`src/rtl/serial_alu_seq_if.sv`:
```
// serial_alu_seq_if: request, regfile-read and serial writeback signals of serial_alu_seq.
// Optional flag outputs exist only when SERIAL_ALU_SEQ_FLAGS_EN is defined.
interface serial_alu_seq_if;
    logic       i_req_valid;
    logic       o_req_ready;
    logic [2:0] i_req_op;
    logic [4:0] i_req_rs1, i_req_rs2, i_req_rd;
    logic       o_go;
    logic       i_ready;
    logic [4:0] o_rs1_addr, o_rs2_addr, o_rd_addr;
    logic       i_rs1, i_rs2;
    logic       o_rd_en, o_rd;
    logic       o_done, o_err;
`ifdef SERIAL_ALU_SEQ_FLAGS_EN
    logic       o_zero, o_carry;
`endif
    modport master (
        output i_req_valid, i_req_op, i_req_rs1, i_req_rs2, i_req_rd, i_ready, i_rs1, i_rs2,
        input  o_req_ready, o_go, o_rs1_addr, o_rs2_addr, o_rd_addr, o_rd_en, o_rd, o_done, o_err
`ifdef SERIAL_ALU_SEQ_FLAGS_EN
        , input o_zero, o_carry
`endif
    );
    modport slave (
        input  i_req_valid, i_req_op, i_req_rs1, i_req_rs2, i_req_rd, i_ready, i_rs1, i_rs2,
        output o_req_ready, o_go, o_rs1_addr, o_rs2_addr, o_rd_addr, o_rd_en, o_rd, o_done, o_err
`ifdef SERIAL_ALU_SEQ_FLAGS_EN
        , output o_zero, o_carry
`endif
    );
endinterface

```
`src/rtl/serial_alu_seq.sv`:
```
// serial_alu_seq: bit-serial ALU sequencer that reads two operands LSB first and writes the result back serially.
// Define SERIAL_ALU_SEQ_FLAGS_EN to add zero/carry flag outputs latched at completion.
module serial_alu_seq #(
    parameter int XLEN     = 32,
    parameter int WAIT_MAX = 16
) (
    input  logic            i_clk,
    input  logic            i_rst_n,
    serial_alu_seq_if.slave bus
);
    localparam int CW = $clog2(XLEN);
    localparam int WW = $clog2(WAIT_MAX + 1);

    typedef enum logic [2:0] {IDLE, GO, WAIT, RUN, DONE} state_t;

    state_t        r_state, w_next;
    logic [2:0]    r_op;
    logic [4:0]    r_rs1_addr, r_rs2_addr, r_rd_addr;
    logic [CW-1:0] r_bit_cnt;
    logic [WW-1:0] r_wait_cnt;
    logic          r_carry, r_rd_en, r_rd;
    logic          w_accept, w_consume, w_timeout, w_arith, w_b, w_cin, w_cout, w_res;

    assign w_accept = bus.o_req_ready && bus.i_req_valid;
    assign w_arith  = r_op[2:1] == 2'b00;
    assign w_b      = bus.i_rs2 ^ (r_op == 3'd1);
    // Bit 0 is consumed in WAIT, so the carry-in there is the op's initial carry.
    assign w_cin    = (r_state == WAIT) ? (r_op == 3'd1) : r_carry;
    assign w_cout   = (bus.i_rs1 & w_b) | (w_cin & (bus.i_rs1 ^ w_b));
    assign w_res    = w_arith        ? (bus.i_rs1 ^ w_b ^ w_cin) :
                      (r_op == 3'd2) ? (bus.i_rs1 & bus.i_rs2) :
                      (r_op == 3'd3) ? (bus.i_rs1 | bus.i_rs2) :
                      (r_op == 3'd4) ? (bus.i_rs1 ^ bus.i_rs2) :
                      (r_op == 3'd5) ? bus.i_rs1 : 1'b0;

    always_comb begin
        w_next    = r_state;
        w_consume = 1'b0;
        w_timeout = 1'b0;
        case (r_state)
            IDLE: w_next = w_accept ? GO : IDLE;
            GO:   w_next = WAIT;
            WAIT: begin
                w_consume = bus.i_ready;
                w_timeout = !bus.i_ready && r_wait_cnt == WW'(WAIT_MAX - 1);
                w_next    = bus.i_ready ? RUN : (w_timeout ? IDLE : WAIT);
            end
            // The counter wraps to 0 after the last bit; that cycle drains the final writeback bit.
            RUN: begin
                w_consume = r_bit_cnt != '0;
                w_next    = w_consume ? RUN : DONE;
            end
            DONE:    w_next = IDLE;
            default: w_next = IDLE;
        endcase
    end

    always_ff @(posedge i_clk or negedge i_rst_n) begin
        if (!i_rst_n) begin
            r_state    <= IDLE;
            r_op       <= '0;
            r_rs1_addr <= '0;
            r_rs2_addr <= '0;
            r_rd_addr  <= '0;
            r_bit_cnt  <= '0;
            r_wait_cnt <= '0;
            r_carry    <= 1'b0;
            r_rd_en    <= 1'b0;
            r_rd       <= 1'b0;
        end else begin
            r_state <= w_next;
            r_rd_en <= w_consume;
            r_rd    <= w_consume & w_res;
            if (w_accept) begin
                r_op       <= bus.i_req_op;
                r_rs1_addr <= bus.i_req_rs1;
                r_rs2_addr <= bus.i_req_rs2;
                r_rd_addr  <= bus.i_req_rd;
                r_wait_cnt <= '0;
            end
            if (r_state == WAIT && !bus.i_ready)
                r_wait_cnt <= r_wait_cnt + WW'(1);
            if (w_consume) begin
                r_carry   <= w_cout;
                r_bit_cnt <= (r_state == WAIT) ? CW'(1) : r_bit_cnt + CW'(1);
            end
        end
    end

    assign bus.o_req_ready = (r_state == IDLE) && i_rst_n;
    assign bus.o_go        = r_state == GO;
    assign bus.o_done      = r_state == DONE;
    assign bus.o_err       = w_timeout;
    assign bus.o_rd_en     = r_rd_en;
    assign bus.o_rd        = r_rd;
    assign bus.o_rs1_addr  = r_rs1_addr;
    assign bus.o_rs2_addr  = r_rs2_addr;
    assign bus.o_rd_addr   = r_rd_addr;

`ifdef SERIAL_ALU_SEQ_FLAGS_EN
    logic r_nz, r_zero, r_carry_flag;

    always_ff @(posedge i_clk or negedge i_rst_n) begin
        if (!i_rst_n) begin
            r_nz         <= 1'b0;
            r_zero       <= 1'b0;
            r_carry_flag <= 1'b0;
        end else begin
            if (w_accept)
                r_nz <= 1'b0;
            else if (w_consume && w_res)
                r_nz <= 1'b1;
            if (r_state == DONE) begin
                r_zero       <= !r_nz;
                r_carry_flag <= w_arith & r_carry;
            end
        end
    end

    assign bus.o_zero  = r_zero;
    assign bus.o_carry = r_carry_flag;
`endif
endmodule

```
`src/flat_wrapper.sv`:
```
// flat-port wrapper written by rule: the top's interface ports become plain ports
module serial_alu_seq_flat 
#(
    parameter int XLEN     = 32,
    parameter int WAIT_MAX = 16
)
  (i_clk, i_rst_n, bus_i_req_valid, bus_i_req_op, bus_i_req_rs1, bus_i_req_rs2, bus_i_req_rd, bus_i_ready, bus_i_rs1, bus_i_rs2, bus_o_req_ready, bus_o_go, bus_o_rs1_addr, bus_o_rs2_addr, bus_o_rd_addr, bus_o_rd_en, bus_o_rd, bus_o_done, bus_o_err);
  serial_alu_seq_if bus_i ();
  input  logic i_clk;
  input  logic i_rst_n;
  input wire logic [$bits(bus_i.i_req_valid)-1:0] bus_i_req_valid;
  input wire logic [$bits(bus_i.i_req_op)-1:0] bus_i_req_op;
  input wire logic [$bits(bus_i.i_req_rs1)-1:0] bus_i_req_rs1;
  input wire logic [$bits(bus_i.i_req_rs2)-1:0] bus_i_req_rs2;
  input wire logic [$bits(bus_i.i_req_rd)-1:0] bus_i_req_rd;
  input wire logic [$bits(bus_i.i_ready)-1:0] bus_i_ready;
  input wire logic [$bits(bus_i.i_rs1)-1:0] bus_i_rs1;
  input wire logic [$bits(bus_i.i_rs2)-1:0] bus_i_rs2;
  output wire logic [$bits(bus_i.o_req_ready)-1:0] bus_o_req_ready;
  output wire logic [$bits(bus_i.o_go)-1:0] bus_o_go;
  output wire logic [$bits(bus_i.o_rs1_addr)-1:0] bus_o_rs1_addr;
  output wire logic [$bits(bus_i.o_rs2_addr)-1:0] bus_o_rs2_addr;
  output wire logic [$bits(bus_i.o_rd_addr)-1:0] bus_o_rd_addr;
  output wire logic [$bits(bus_i.o_rd_en)-1:0] bus_o_rd_en;
  output wire logic [$bits(bus_i.o_rd)-1:0] bus_o_rd;
  output wire logic [$bits(bus_i.o_done)-1:0] bus_o_done;
  output wire logic [$bits(bus_i.o_err)-1:0] bus_o_err;
  assign bus_i.i_req_valid = bus_i_req_valid;
  assign bus_i.i_req_op = bus_i_req_op;
  assign bus_i.i_req_rs1 = bus_i_req_rs1;
  assign bus_i.i_req_rs2 = bus_i_req_rs2;
  assign bus_i.i_req_rd = bus_i_req_rd;
  assign bus_i.i_ready = bus_i_ready;
  assign bus_i.i_rs1 = bus_i_rs1;
  assign bus_i.i_rs2 = bus_i_rs2;
  assign bus_o_req_ready = bus_i.o_req_ready;
  assign bus_o_go = bus_i.o_go;
  assign bus_o_rs1_addr = bus_i.o_rs1_addr;
  assign bus_o_rs2_addr = bus_i.o_rs2_addr;
  assign bus_o_rd_addr = bus_i.o_rd_addr;
  assign bus_o_rd_en = bus_i.o_rd_en;
  assign bus_o_rd = bus_i.o_rd;
  assign bus_o_done = bus_i.o_done;
  assign bus_o_err = bus_i.o_err;
  serial_alu_seq #(.XLEN(XLEN), .WAIT_MAX(WAIT_MAX)) u_core (.i_clk(i_clk), .i_rst_n(i_rst_n), .bus(bus_i));
endmodule
```
`config.mk`:
```
export PLATFORM = sky130hd
export DESIGN_NAME = serial_alu_seq_flat
export DESIGN_NICKNAME = d
export VERILOG_FILES = /design/src/rtl/serial_alu_seq_if.sv /design/src/rtl/serial_alu_seq.sv /design/src/flat_wrapper.sv
export SDC_FILE = /design/constraint.sdc
export NUM_CORES = 1
export LEC_CHECK = 0
export ABC_AREA = 1
export BUFFER_PORTS_ARGS = -buffer_cell sky130_fd_sc_hd__buf_2
export CORE_ASPECT_RATIO = 0.6
export CORE_MARGIN = 8
export CORE_UTILIZATION = 30
export DETAILED_ROUTE_END_ITERATION = 6
export PLACE_DENSITY = 0.55
export SLEW_MARGIN = 20
export SYNTH_ARGS = -nofsm -noshare
export SYNTH_HDL_FRONTEND = slang
export SYNTH_SLANG_ARGS = --single-unit
```
`constraint.sdc`:
```
create_clock -name i_clk -period 2.4 [get_ports i_clk]
set_input_delay 0.24 -clock i_clk [delete_from_list [all_inputs] [get_ports i_clk]]
set_output_delay 0.24 -clock i_clk [all_outputs]
set_load 0.05 [all_outputs]
```
== Word level (Yosys, flattened, before mapping) ==
Cells that the tools add are included.
Storage, ports and cells
  flip-flop bits (word level): 34
  logic and storage cells: 57
Operators by class
  eq/ne operators: 10
  $add $sub $neg: 2
  multiplexer cells: 16
  reductions and logical operators: 9
  bitwise gates (word level): 10
Operator list (count)
  two-way mux 5 bit: 3
  equality test 3 x 2 -> 1 bit (second input constant): 4
  case mux 3 bit (4 select lines): 1
  adder 5 x 1 -> 5 bit (second input constant): 2
  equality test 3 bit (second input constant): 3
  two-way mux 1 bit: 8
  equality test 3 x 1 -> 1 bit (second input constant): 2
  two-way mux 3 bit: 2
  equality test 5 x 4 -> 1 bit (second input constant): 1
  nonzero test 5 bit: 1
  bitwise AND 1 bit: 4
  logical AND 1 bit: 4
  bitwise XOR 1 bit: 4
  zero test 3 bit: 1
  zero test 2 bit: 1
  two-way mux 2 bit: 1
  OR 1 bit: 2
  case mux 1 bit (2 select lines): 1
  nonzero test 2 bit: 1
  zero test 1 bit: 1

== Longest topological paths before layout ==
  word-level depth: 7
  mapped depth: 9
  mapped depth without buffers: 9

== Worst setup path before layout ==
OpenSTA, ideal clock, no wires.
  kind: reg2out
  from: reg u_core.r_state[2]
  to: out bus_o_err
  arrival: 1.562 ns
  path slack: 0.598 ns
  cell stages (with the launch flop): 6
  data required time: 2.160 ns
  path buffers: 0
  cells stage by stage: dfrtp_1 > inv_2 > nand3_1 > nor2_4 > inv_1 > nor2_1
On the way
  cells in the longest elaborated chain, start to end: 2
RTL lines
  from (decl): line serial_alu_seq.sv:16  | state_t r_state, w_next;
  from (signal assigned): line serial_alu_seq.sv:71  | r_state <= w_next;
  equality test 3 x 2 -> 1 bit: line serial_alu_seq.sv:40  | case (r_state)
  two-way mux 1 bit: line serial_alu_seq.sv:40
  to (decl): line flat_wrapper.sv:27  | output wire logic [$bits(bus_i.o_err)-1:0] bus_o_err;
Every way passes these cells.

== Worst setup path in the final report ==
Same ends and word-level chain as after synthesis.

==> flow_summary.ini <==
[finish]
fillers = 556
synthToLayoutAreaGrowth_pct = 22.1
nets = 283
post-route-util = 0.379
n_antenna_cell = 0
seqCellArea_um2 = 851
multi_input_area_um2 = 744
fin_area_mm2 = 0.00210
drive_gt1_frac = 0.253

[setup_path]
r2r_slack_ps = 560
r2r_start = u_core.r_state[2]
cp_slowest_cell = dfrtp_1
crit_family = simple AND/OR/NAND/NOR gates
worst-setup-path-type = flip-flop to output port
endpoint_kind = output port
crit_chain = inv_2 > nand3_1 > nor2_4 > inv_1 > nor2_1 > buf_2
critPathBufInv = 3
arrival_ps = 1680
required_ps = 2160
r2r_cells = 8
worstReg2RegEnd = u_core.bus.o_rd
start_kind = flip-flop
critical-path-max-stage-delay_ps = 370
cp_max_fo = 6

[detailed_routing]
wl_um = 4020
wire_per_inst_um = 12.1
ant_nets = 0
drtIter0Drc = 59
avgViaCountPerCell = 4.24
vias = 1413
dr.pass1.iters = 4
route.detailed.drc = 0

[placement]
postPlaceCellArea_mm2 = 0.00201
place_ws_ps = 570
gp_congestion = 0.784
dpl.hpwl_um = 2850
io_buffers = 44

[sta]
setup_tns_ps = 0
layout_setup_ws_ps = 476
slew_viol_final = 0
clock_skew_ps = 2.22
rsz0062_at_grt = false
period_share = 0.802
max_freq_mhz = 520
hold_viol_final = 0
slew_headroom = 0.701
setup_viol = 0
layout_min_cycle_time_ps = 1920
worstMarginPinSlew_ps = 449

[power_and_ir_drop]
p_seq_frac = 0.348
p_total_mw = 2.76
cellPowerDensity_mw_per_mm2 = 1320
p_sw_frac = 0.503
netSwitchingPower_mw = 1.39
p_clk_frac = 0.162
internal-power_mw = 1.37
peakVddDrop_mv = 0.707
leakagePower_nw = 1.15
combPwrFrac = 0.490

[yosys]
yosys_warnings = 0
syn_area_mm2 = 0.00172
synth-seq-cells = 34
synthDistinctLibCells = 24
synth_edf_count = 0
synth.yosys.seq_area_share = 0.495
ys.flop_type = dfrtp_1
syn-num-nets = 237
async_flop_share = 1.00
syn_inst = 206
avgSynthCellArea_um2 = 8.35

[floorplan]
start_util = 0.310
die_x_um = 114
rows = 21
die_y_um = 74.7
boundaryPins = 45
die_area_mm2 = 0.00849
coreArea_mm2 = 0.00554

[clock_tree]
ctsHoldBuffers = 0
ctsLongestPathBuffers = 2
post_cts_buffers = 0
cts_tree = yes
cts_buffers = 5
cts-root-buf = clkbuf_8
cts.sinks = 34
cts_resized = 0
clk_pin_slew_worst_paths_ps = 70
clock_latency_ps = 280
ctsHtreeMaxLevel = 2

[global_routing]
grt_max_degree = 35
grt_pass1_wl_um = 6940
antenna_found_initial = 0
grt-ovfl-total = 0
globalRouteTotalUtil = 0.105
met1_usage = 0.143
grt_use_met3 = 0.0520
busiest_layer = met1
grt.met2_usage = 0.138
grt_pass1_vias = 1451

[job]
maxCapViolCount = 0

[min_path]
hold_class = primary input to asynchronous set/reset pin

[outcome]
status = finished, final reports clean
[flip-flops by register name, indices dropped and copies added, names as in the netlist]
| name | flops |
|---|---|
| u_core.r_carry | 1 |
| u_core.bus.o_rd_en | 1 |
| u_core.bus.o_rs1_addr | 5 |
| u_core.r_state | 3 |
| u_core.bus.o_rs2_addr | 5 |
| u_core.bus.o_rd_addr | 5 |
| u_core.r_bit_cnt | 5 |
| u_core.r_wait_cnt | 5 |
| u_core.bus.o_rd | 1 |
| u_core.r_op | 3 |
[worst max path at each step]
stage | from | endpoint | cells after the start
floorplan | u_core.r_state[2] | bus_o_err | 5
global placement | u_core.r_state[2] | u_core.bus.o_rd | 8
detailed placement | u_core.r_state[2] | u_core.bus.o_rd | 8
CTS | u_core.r_state[2] | bus_o_err | 6
global route | u_core.r_state[2] | bus_o_err | 6
finish | u_core.r_state[2] | bus_o_err | 6
[synthesized netlist by cell type (2+ instances only)]
cell     count  area (um2)
a21oi_1      4        20.0
buf_2        4        20.0
buf_6        2        22.5
dfrtp_1     34         851
ha_1         6        75.1
inv_1       20        75.1
inv_2        2        7.51
nand2_1     64         240
nand2_2      2        12.5
nand3_1     36         180
nand4_1      3        18.8
nor2_1      13        48.8
nor2_2       2        12.5
nor2_4       2        22.5
o21ai_0      2        10.0
xor2_1       2        17.5
[stage by stage]
step / hold WS, ps / cells
floorplan: -55.6 / 206
global placement: 373 / 325
detailed placement: 375 / 325
CTS: 63.6 / 333
global route: 99.9 / 333
finish: 55.2 / 333
[area by class of cell]
| type | instances | area share |
|---|---|---|
| sequential | 34 | 0.405 |
| multi-input combinational | 144 | 0.354 |
| timing repair buffer | 45 | 0.108 |
| tap | 80 | 0.0476 |
| clock buffer | 6 | 0.0393 |
| inverter | 22 | 0.0393 |
| clock inverter | 2 | 0.00596 |
[cell usage in the layout, fill, tap and decap left out, types with 2 or more instances in the layout]
cell type  instances
clkbuf_8           6
inv_1             20
nand2_1           64
a21oi_1            4
ha_1               6
nor2_4             2
dfrtp_1           34
xor2_1             2
nor2_1            13
buf_2             44
nand3_1           36
inv_2              2
nor2_2             2
nand4_1            3
o21ai_0            2
nand2_2            2
[cells by family after synthesis]
| kind of cell | share of synthesized area |
|---|---|
| simple gates | 0.345 |
| fa+ha+maj | 0.0553 |
| xor+xnor | 0.0153 |
| compound gates | 0.0175 |
| flops | 0.495 |
| buf+inv | 0.0727 |
[power by group through the flow]
stage / logic [mW] / registers, mW / clock network (mW)
floorplan: 0.640 / 1.38 / 0
global placement: 1.36 / 0.969 / 0
detailed placement: 1.37 / 0.960 / 0
CTS: 1.37 / 0.960 / 0.466
global route: 1.50 / 0.995 / 0.498
finish: 1.35 / 0.962 / 0.448
[layer usage]
metal,vias up,share of wire
met5,-,0
met4,0,0.0077
met3,2,0.11
met2,49,0.36
met1,616,0.53
li1,746,-
No activity file was read; power rests on OpenSTA's default activity.
